## src/rtl/pipelined_core_param.sv

```systemverilog
`default_nettype none
// ============================================================================
// Module      : pipelined_core_param
// Description : Parametrised IF / ID / EX / WB pipelined core. Register-register
//               ALU ops, a JMP resolved in ID with a one-cycle flush, a
//               pipeline freeze, a retired-instruction counter and a debug
//               register read port.
//               Build option PIPE_FWD_EN: defined -> EX operand forwarding,
//               never stalls; undefined -> ID/EX interlock plus WB-to-ID
//               bypass.
// Revision    : 1.0 - initial release
// ============================================================================
module pipelined_core_param #(
  parameter int DATA_W = 8,
  parameter int REG_AW = 3,
  parameter int PC_W   = 8
) (
  input  logic                            Clk,
  input  logic                            Reset,
  input  logic                            Run,
  output logic [PC_W-1:0]                 Imem_Addr,
  input  logic [3+2*REG_AW+DATA_W-1:0]    Imem_Data,
  output logic                            Wb_En,
  output logic [REG_AW-1:0]               Wb_Addr,
  output logic [DATA_W-1:0]               Wb_Data,
  output logic [15:0]                     Retired_Count,
  input  logic [REG_AW-1:0]               Dbg_Addr,
  output logic [DATA_W-1:0]               Dbg_Data
);

  localparam int IW   = 3 + 2*REG_AW + DATA_W;
  localparam int NREG = 1 << REG_AW;

  localparam logic [2:0] OP_NOP  = 3'b000;
  localparam logic [2:0] OP_LI   = 3'b001;
  localparam logic [2:0] OP_ADDI = 3'b010;
  localparam logic [2:0] OP_ADD  = 3'b011;
  localparam logic [2:0] OP_SUB  = 3'b100;
  localparam logic [2:0] OP_JMP  = 3'b101;

  localparam logic [PC_W-1:0] PC_ONE  = {{(PC_W-1){1'b0}}, 1'b1};
  localparam logic [15:0]     CNT_ONE = 16'd1;

`ifdef PIPE_FWD_EN
  localparam logic FWD_ON = 1'b1;
`else
  localparam logic FWD_ON = 1'b0;
`endif

  // Architectural and pipeline state
  logic [PC_W-1:0]   pc;
  logic [IW-1:0]     ifid_instr;
  logic              ifid_valid;

  logic              idex_valid;
  logic              idex_we;
  logic [2:0]        idex_op;
  logic [REG_AW-1:0] idex_rd;
  logic [REG_AW-1:0] idex_rs;
  logic [DATA_W-1:0] idex_a;
  logic [DATA_W-1:0] idex_b;
  logic [DATA_W-1:0] idex_imm;

  logic              exwb_valid;
  logic              exwb_we;
  logic [REG_AW-1:0] exwb_rd;
  logic [DATA_W-1:0] exwb_data;

  logic [DATA_W-1:0] regs [NREG];
  logic [15:0]       retired;

  // ID stage decode signals
  logic [2:0]        id_op;
  logic [REG_AW-1:0] id_rd;
  logic [REG_AW-1:0] id_rs;
  logic [DATA_W-1:0] id_imm;
  logic              id_we;
  logic              id_use_rd;
  logic              id_use_rs;
  logic              id_jmp;
  logic [DATA_W-1:0] id_a;
  logic [DATA_W-1:0] id_b;
  logic [PC_W-1:0]   jmp_target;
  logic              stall;
  logic              take_jmp;

  // EX stage signals
  logic              fwd_a;
  logic              fwd_b;
  logic [DATA_W-1:0] ex_a;
  logic [DATA_W-1:0] ex_b;
  logic [DATA_W-1:0] ex_res;

  assign id_op  = ifid_instr[IW-1 -: 3];
  assign id_rd  = ifid_instr[IW-4 -: REG_AW];
  assign id_rs  = ifid_instr[IW-4-REG_AW -: REG_AW];
  assign id_imm = ifid_instr[DATA_W-1:0];

  // Writeback is suppressed entirely while the pipeline is frozen
  assign Wb_En         = exwb_valid & exwb_we & Run;
  assign Wb_Addr       = exwb_rd;
  assign Wb_Data       = exwb_data;
  assign Imem_Addr     = pc;
  assign Retired_Count = retired;

  // Jump target: truncate or zero-extend the immediate to the PC width
  generate
    if (PC_W > DATA_W) begin : g_tgt_ext
      assign jmp_target = {{(PC_W-DATA_W){1'b0}}, id_imm};
    end else begin : g_tgt_trunc
      assign jmp_target = id_imm[PC_W-1:0];
    end
  endgenerate

  // Decode: which ops write rd, which read rd/rs, and jump detection
  always_comb begin
    id_we     = 1'b0;
    id_use_rd = 1'b0;
    id_use_rs = 1'b0;
    id_jmp    = 1'b0;
    if (ifid_valid) begin
      case (id_op)
        OP_LI:   id_we = 1'b1;
        OP_ADDI: begin id_we = 1'b1; id_use_rd = 1'b1; end
        OP_ADD,
        OP_SUB:  begin id_we = 1'b1; id_use_rd = 1'b1; id_use_rs = 1'b1; end
        OP_JMP:  id_jmp = 1'b1;
        default: id_we = 1'b0;
      endcase
    end
  end

  // Register read in ID, bypassing a same-cycle writeback
  always_comb begin
    id_a = regs[id_rd];
    id_b = regs[id_rs];
    if (Wb_En && (exwb_rd == id_rd)) id_a = exwb_data;
    if (Wb_En && (exwb_rd == id_rs)) id_b = exwb_data;
  end

  // Interlock (non-forwarding build only): an ID source matches the
  // destination of the writing instruction now in ID/EX. A stall wins
  // over a JMP in ID.
  assign stall = !FWD_ON && idex_valid && idex_we &&
                 ((id_use_rd && (id_rd == idex_rd)) ||
                  (id_use_rs && (id_rs == idex_rd)));
  assign take_jmp = id_jmp && !stall;

  // EX operand forwarding from the EX/WB result (forwarding build only)
  assign fwd_a = FWD_ON && exwb_valid && exwb_we && (exwb_rd == idex_rd);
  assign fwd_b = FWD_ON && exwb_valid && exwb_we && (exwb_rd == idex_rs);
  assign ex_a  = fwd_a ? exwb_data : idex_a;
  assign ex_b  = fwd_b ? exwb_data : idex_b;

  // ALU, modulo 2^DATA_W; unused opcodes produce a value that is never written
  always_comb begin
    ex_res = idex_imm;
    case (idex_op)
      OP_LI:   ex_res = idex_imm;
      OP_ADDI: ex_res = ex_a + idex_imm;
      OP_ADD:  ex_res = ex_a + ex_b;
      OP_SUB:  ex_res = ex_a - ex_b;
      default: ex_res = idex_imm;
    endcase
  end

  // Fetch: PC and IF/ID; hold on stall, redirect and squash on a jump
  always_ff @(posedge Clk or negedge Reset) begin
    if (!Reset) begin
      pc         <= '0;
      ifid_instr <= '0;
      ifid_valid <= 1'b0;
    end else if (Run && !stall) begin
      if (take_jmp) begin
        pc         <= jmp_target;
        ifid_instr <= '0;
        ifid_valid <= 1'b0;
      end else begin
        pc         <= pc + PC_ONE;
        ifid_instr <= Imem_Data;
        ifid_valid <= 1'b1;
      end
    end
  end

  // ID/EX register; a stall injects a bubble that never retires
  always_ff @(posedge Clk or negedge Reset) begin
    if (!Reset) begin
      idex_valid <= 1'b0;
      idex_we    <= 1'b0;
      idex_op    <= OP_NOP;
      idex_rd    <= '0;
      idex_rs    <= '0;
      idex_a     <= '0;
      idex_b     <= '0;
      idex_imm   <= '0;
    end else if (Run) begin
      if (stall) begin
        idex_valid <= 1'b0;
        idex_we    <= 1'b0;
        idex_op    <= OP_NOP;
        idex_rd    <= '0;
        idex_rs    <= '0;
        idex_a     <= '0;
        idex_b     <= '0;
        idex_imm   <= '0;
      end else begin
        idex_valid <= ifid_valid;
        idex_we    <= id_we;
        idex_op    <= id_op;
        idex_rd    <= id_rd;
        idex_rs    <= id_rs;
        idex_a     <= id_a;
        idex_b     <= id_b;
        idex_imm   <= id_imm;
      end
    end
  end

  // EX/WB register
  always_ff @(posedge Clk or negedge Reset) begin
    if (!Reset) begin
      exwb_valid <= 1'b0;
      exwb_we    <= 1'b0;
      exwb_rd    <= '0;
      exwb_data  <= '0;
    end else if (Run) begin
      exwb_valid <= idex_valid;
      exwb_we    <= idex_we;
      exwb_rd    <= idex_rd;
      exwb_data  <= ex_res;
    end
  end

  // Register file write at the end of the writeback cycle
  always_ff @(posedge Clk or negedge Reset) begin
    if (!Reset) begin
      for (int i = 0; i < NREG; i++) regs[i] <= '0;
    end else if (Wb_En) begin
      regs[exwb_rd] <= exwb_data;
    end
  end

  // Retired counter: every real instruction leaving EX/WB, bubbles excluded
  always_ff @(posedge Clk or negedge Reset) begin
    if (!Reset) begin
      retired <= '0;
    end else if (Run && exwb_valid) begin
      retired <= retired + CNT_ONE;
    end
  end

  // Debug read port with write-through of the current writeback
  always_comb begin
    Dbg_Data = regs[Dbg_Addr];
    if (Wb_En && (exwb_rd == Dbg_Addr)) Dbg_Data = exwb_data;
  end

endmodule
`default_nettype wire

```

## config.mk

```make
export PLATFORM = sky130hd
export DESIGN_NAME = pipelined_core_param
export DESIGN_NICKNAME = d
export VERILOG_FILES = /design/src/rtl/pipelined_core_param.sv
export SDC_FILE = /design/constraint.sdc
export NUM_CORES = 1
export LEC_CHECK = 0
export BUFFER_PORTS_ARGS = -buffer_cell sky130_fd_sc_hd__buf_2
export CAP_MARGIN = 20
export CELL_PAD_IN_SITES_DETAIL_PLACEMENT = 1
export CELL_PAD_IN_SITES_GLOBAL_PLACEMENT = 2
export CORE_ASPECT_RATIO = 2
export CORE_UTILIZATION = 41
export DETAILED_ROUTE_END_ITERATION = 8
export PLACE_DENSITY_LB_ADDON = 0.25
export SYNTH_ARGS = -nofsm -noshare
export SYNTH_HDL_FRONTEND = slang
export SYNTH_SLANG_ARGS = --single-unit
```

## constraint.sdc

```tcl
create_clock -name Clk -period 3.8 [get_ports Clk]
set_input_delay 0.38 -clock Clk [delete_from_list [all_inputs] [get_ports Clk]]
set_output_delay 0.38 -clock Clk [all_outputs]
set_load 0.03 [all_outputs]
```

# Word level (Yosys, flattened, before mapping)
# Cells that the tools add are included.
[word_totals]
inputBits = 23
word_cells = 102
register_bits = 151
output_inout_bits = 44
[op_classes]
n_lt_le_gt_ge = 5
n_bitwise = 6
eq_ne = 13
addsub = 5
mux = 34
reduce_logical = 16
[ops]
columns = ["operator", "n"]
rows = [
  ["two-way mux 8 bit", 14],
  ["binary-select mux 8 bit (select 3 bit)", 3],
  ["bitwise mux 64 bit", 1],
  ["demux 8 bit (select 3 bit)", 1],
  ["one-hot mux 8 bit (3 select lines)", 1],
  ["two-way mux 17 bit", 1],
  ["adder 16 x 1 -> 16 bit (second input constant)", 1],
  ["adder 8 bit", 2],
  ["greater-or-equal comparator 4 bit (second input constant)", 4],
  ["NOT 3 -> 4 bit", 4],
  ["== test 3 bit", 5],
  ["== test 3 x 2 -> 1 bit (second input constant)", 4],
  ["logical AND 1 bit", 11],
  ["two-way mux 1 bit", 11],
  ["== test 3 bit (second input constant)", 3],
  ["adder 8 x 1 -> 8 bit (second input constant)", 1],
  ["subtractor 8 bit", 1],
  ["two-way mux 3 bit", 2],
  ["less-than comparator 4 x 1 -> 1 bit (second input constant)", 1],
  ["OR reduction 4 bit", 1],
  ["== test 3 x 1 -> 1 bit (second input constant)", 1],
  ["OR reduction 3 bit", 1],
  ["AND 1 bit", 2],
  ["OR reduction 2 bit", 1],
  ["2 further kinds", 2],
]

# Logic depth before layout (Yosys ltp)
[logic_depth]
word_depth = 10
depth_mapped = 14
mapped_depth_nobuf = 14

# Least setup slack after synthesis
# Ideal clock, no wire load.
[synth_timing]
path_type = "register to register"
start = "reg idex_op[1]"
end = "reg exwb_data[5], in the netlist Wb_Data[5]"
setup_slack_ns = 1.033
path_buffers = 0
synth_period_minus_slack_ns = 2.767
required_ns = 3.731
arrival_time_ns = 2.698
setup_ns = 0.069
stages_incl_launch_ff = 12
cell_sequence = "dfrtp_1 nor3b_1 nor2_1 a221o_1 inv_1 ha_1 nor2b_1 o211ai_1 nand2_1 o21a_1 or4_1 nand3_1"
[synth_via]
elab_chain_cells = 2
elab_cells_between_ends = 4
classes_between = "3 x eq/ne; 1 x mux"
[synth_lines]
columns = ["element", "line_no", "source"]
rows = [
  ["from (decl)", "57", "logic [2:0] idex_op;"],
  ["from (signal assigned)", "210", "idex_op <= id_op;"],
  ["== test 3 bit / == test 3 x 2 -> 1 bit (equally long branches)", "158", "case (idex_op)"],
  ["one-hot mux 8 bit (3 select lines) *", "158", ""],
  ["to (signal assigned)", "231", "exwb_data <= ex_res;"],
  ["to (decl)", "67", "logic [DATA_W-1:0] exwb_data;"],
]
# Every way passes the cells marked *; elsewhere a longest branch is shown, timed or not.
# A chain may end at the register's enable or synchronous reset.

# Worst setup path after layout
# Ends and elaborated chain as after synthesis.

==> metrics.md <==
| Metric | Value |
|---|---|
| Max Fanout on Critical Path | `6` |
| DR DRC count | `0` |
| Arrival time worst endpoint | `3530 ps` |
| Die ar. | `21400 um^2` |
| Critical path type | `reg -> reg` |
| RSZ-0062 raised after global routing | `no` |
| Commonest non-fill, non-tap cell in the layout | `dfrtp_1` |
| Register area share after synthesis | `44.3%` |
| Floorplan row count | `74` |
| Worst EP required | `4170 ps` |
| Mapped Area | `8530 um^2` |
| Min Tclk post-route | `3160 ps` |
| Slowest-stage cell, CP | `nor3b_1` |
| Status | `finished clean` |
| Synth top area cells | `dfrtp_1 (44%), mux4_2 (13%), mux2_2 (9.0%)` |
| Iteration-0 DRC Markers | `184` |
| Top Ports | `67` |
| FILL cells | `2228` |
| Most common flop cell mapped by yosys | `dfrtp_1` |
| Peak VDD IR | `348 uV` |
| Mapped Cells | `751` |
| Proportion of layout cells with a drive suffix above 1 | `29.6%` |
| Most frequent cells in the layout | `dfrtp_1 (151), nand2_1 (85), mux2_2 (68)` |
| Sequential share of power | `37.0%` |
| Post-synthesis net count | `786` |
| Core Box Area | `20400 um^2` |
| Final hold vios | `0` |
| CP Launch Type | `flop` |
| P_int | `0.00470 W` |
| Port-buffer cells | `66` |
| Clock group share of total power | `24.3%` |
| DR WL/cell | `23.1 um` |
| Critical Path End Type | `flop` |
| Initial antenna violation count | `0` |
| Unique masters post-synth | `56` |
| Num CTS Buffers | `17` |
| CTS tree | `built` |
| Gpl congestion | `0.966` |
| Slew headroom | `30.9%` |
| Longest Clk Path Bufs | `2` |
| Share of the synthesized area in the top cell type | `44.3%` |
| Number of global-route vias before repair | `7023` |
| Pwr Total | `0.00773 W` |
| Initial cell density of the core | `41.9%` |
| Avg Inst Size Synth | `11.4 um^2` |
| Die span in y | `206 um` |
| Setup TNS | `0 ps` |
| Final Skew | `13.7 ps` |
| Final Setup Violations | `0` |
| Area growth from synthesis to layout | `14.1%` |
| First-pass detailed-route iteration total | `4` |
| Area leader, netlist | `dfrtp_1` |
| Power share of the combinational group | `38.7%` |
| WL final | `25000 um` |
| Via/cell ratio | `5.86` |
| Synth async-reset ratio | `100%` |
| Hold WC Path Type | `in -> reg` |
| Critical Path Max Stage Delay | `580 ps` |
| Synth warn | `0` |
| Post-layout nets | `835` |
| Post-synth EDFFs | `0` |
| Detailed Place HPWL | `18200 um` |
| Clk root buf | `clkbuf_16` |
| Clk sinks | `151` |
| Maximum number of pins on one net before global-route repair | `111` |
| Leakage Power | `4.35 nW` |
| Die X | `104 um` |
| Total congestion overflow | `0` |
| PostCTS Resize Cnt | `0` |
| Switching share of power | `39.2%` |
| Register area | `3780 um^2` |
| Worst skew pair latency | `440 ps` |
| Achievable Freq | `0.317 GHz` |
| Total Routing Usage GR | `24.9%` |
| First-pass GRT wire length | `40200 um` |
| Final Cycle Share | `83.1%` |
| Cell Pwr Density | `794 nW/um^2` |
| Setup Buffers After CTS | `0` |
| CTS clk-pin slew, worst paths | `60 ps` |
| Antenna Cells | `0` |
| Final-report max-slew violation count | `0` |
| Max Cap Viol | `0` |
| Actual slew at the worst max-slew pin | `1030 ps` |
| FF+latch count, synth | `151` |
| Multi-input logic area | `4430 um^2` |
| Switching pwr | `0.00303 W` |
| H-tree depth | `4` |
| Post-DRT Antenna Nets | `0` |
| Crit-path cells | `nor3b_1 -> nor2_1 -> a221o_1 -> inv_1 -> ha_1 -> nor2b_1 -> o211ai_1 -> nand2_1 -> o21a_1 -> or4_1 -> nand3_1` |
| Via Count | `6320` |
## metrics by stage
stage | hold slack (ps) | cell area, um^2 | setup WS, ps | instances | utilization [%]
floorplan | 84.4 | 8530 | 1030 | 751 | -
global placement | 455 | 9060 | 770 | 1045 | 44.5
detailed placement | 471 | 9060 | 720 | 1045 | 44.5
CTS | 125 | 9700 | 678 | 1077 | 47.6
global route | 165 | 9740 | 483 | 1079 | 47.8
finish | 165 | 9740 | 643 | 1079 | 47.8
## what timing repair did
item	4_1_cts	5_1_grt
endpoints found under the hold margin	0	12
hold buffers	0	1
setup endpoints to repair	0	0
## logic make-up after synthesis
group	Yosys count	synth area share (%)
buffers and inverters	71	3.81
adders and majority gates	12	1.85
xor gates and xnor gates	41	4.21
DFF	151	44.3
muxes	134	23.8
AOI/OAI and AO/OA	135	10.0
and+or+nand+nor	207	12.1
## metal layers
| layer | vias to the layer above | GRT usage [%] | share of wire [%] |
|---|---|---|---|
| li1 | 2844 | - | - |
| met1 | 3285 | 24.8 | 35 |
| met2 | 133 | 49.3 | 59 |
| met3 | 58 | 4.26 | 2.5 |
| met4 | 0 | 11.8 | 3.5 |
| met5 | - | 0 | 0 |
## final timing paths
kind                                   start                 to  slack (ps)  cells past startpoint
min in group asynchronous              Reset           regs[24]         340                      2
setup reg to reg                  idex_op[1]         Wb_Data[5]         640                     11
max in group asynchronous              Reset           regs[21]        2470                      4
hold reg to reg            Retired_Count[15]  Retired_Count[15]         480                      1
setup / recovery                  idex_op[1]         Wb_Data[5]         640                     11
hold / removal                 Imem_Data[12]     ifid_instr[12]         170                      3
## power groups by stage
stage | logic [W] | clock network, W | registers (W)
floorplan | 0.00214 | 0 | 0.00278
global placement | 0.00289 | 0 | 0.00279
detailed placement | 0.00300 | 0 | 0.00288
CTS | 0.00302 | 0.00192 | 0.00285
global route | 0.00325 | 0.00197 | 0.00295
finish | 0.00299 | 0.00188 | 0.00286
## critical path: cells and delay by family, from the launching register on
kind | cells | cell delay [ps]
flip-flops | 1 | 430
adder cells (fa/ha/maj) | 1 | 210
buffers and inverters | 1 | 70
AO/OA/AOI/OAI | 3 | 800
AND/OR/NAND/NOR | 6 | 1570
## sequential cells by signal, summed over array words and instances (netlist names)
| signal | count |
|---|---|
| regs | 64 |
| ifid_instr | 17 |
| Retired_Count | 16 |
| Imem_Addr | 8 |
| Wb_Data | 8 |
| ex_a | 8 |
| ex_b | 8 |
| idex_imm | 8 |
| Wb_Addr | 3 |
| idex_op | 3 |
| idex_rd | 3 |
| exwb_valid | 1 |
| exwb_we | 1 |
| idex_valid | 1 |
| idex_we | 1 |
| ifid_valid | 1 |
## area by class of cell
| cell class | count | area share, % |
|---|---|---|
| clock buffer | 21 | 4.52 |
| clock inverter | 11 | 2.02 |
| inverter | 17 | 0.655 |
| multi-input combinational | 529 | 45.5 |
| sequential | 151 | 38.8 |
| tap | 266 | 3.42 |
| timing repair buffer | 84 | 5.08 |
## synthesized netlist by cell type (all sizes together), types with 18 or more instances
cell type  count
xor2          23
nand3         33
clkbuf        32
o21ai         34
nor2          32
a21oi         48
xnor2         18
dfrtp        151
nand2         87
mux2i         18
buf           22
mux2          68
mux4          48
No activity file was read; power rests on OpenSTA's default activity.
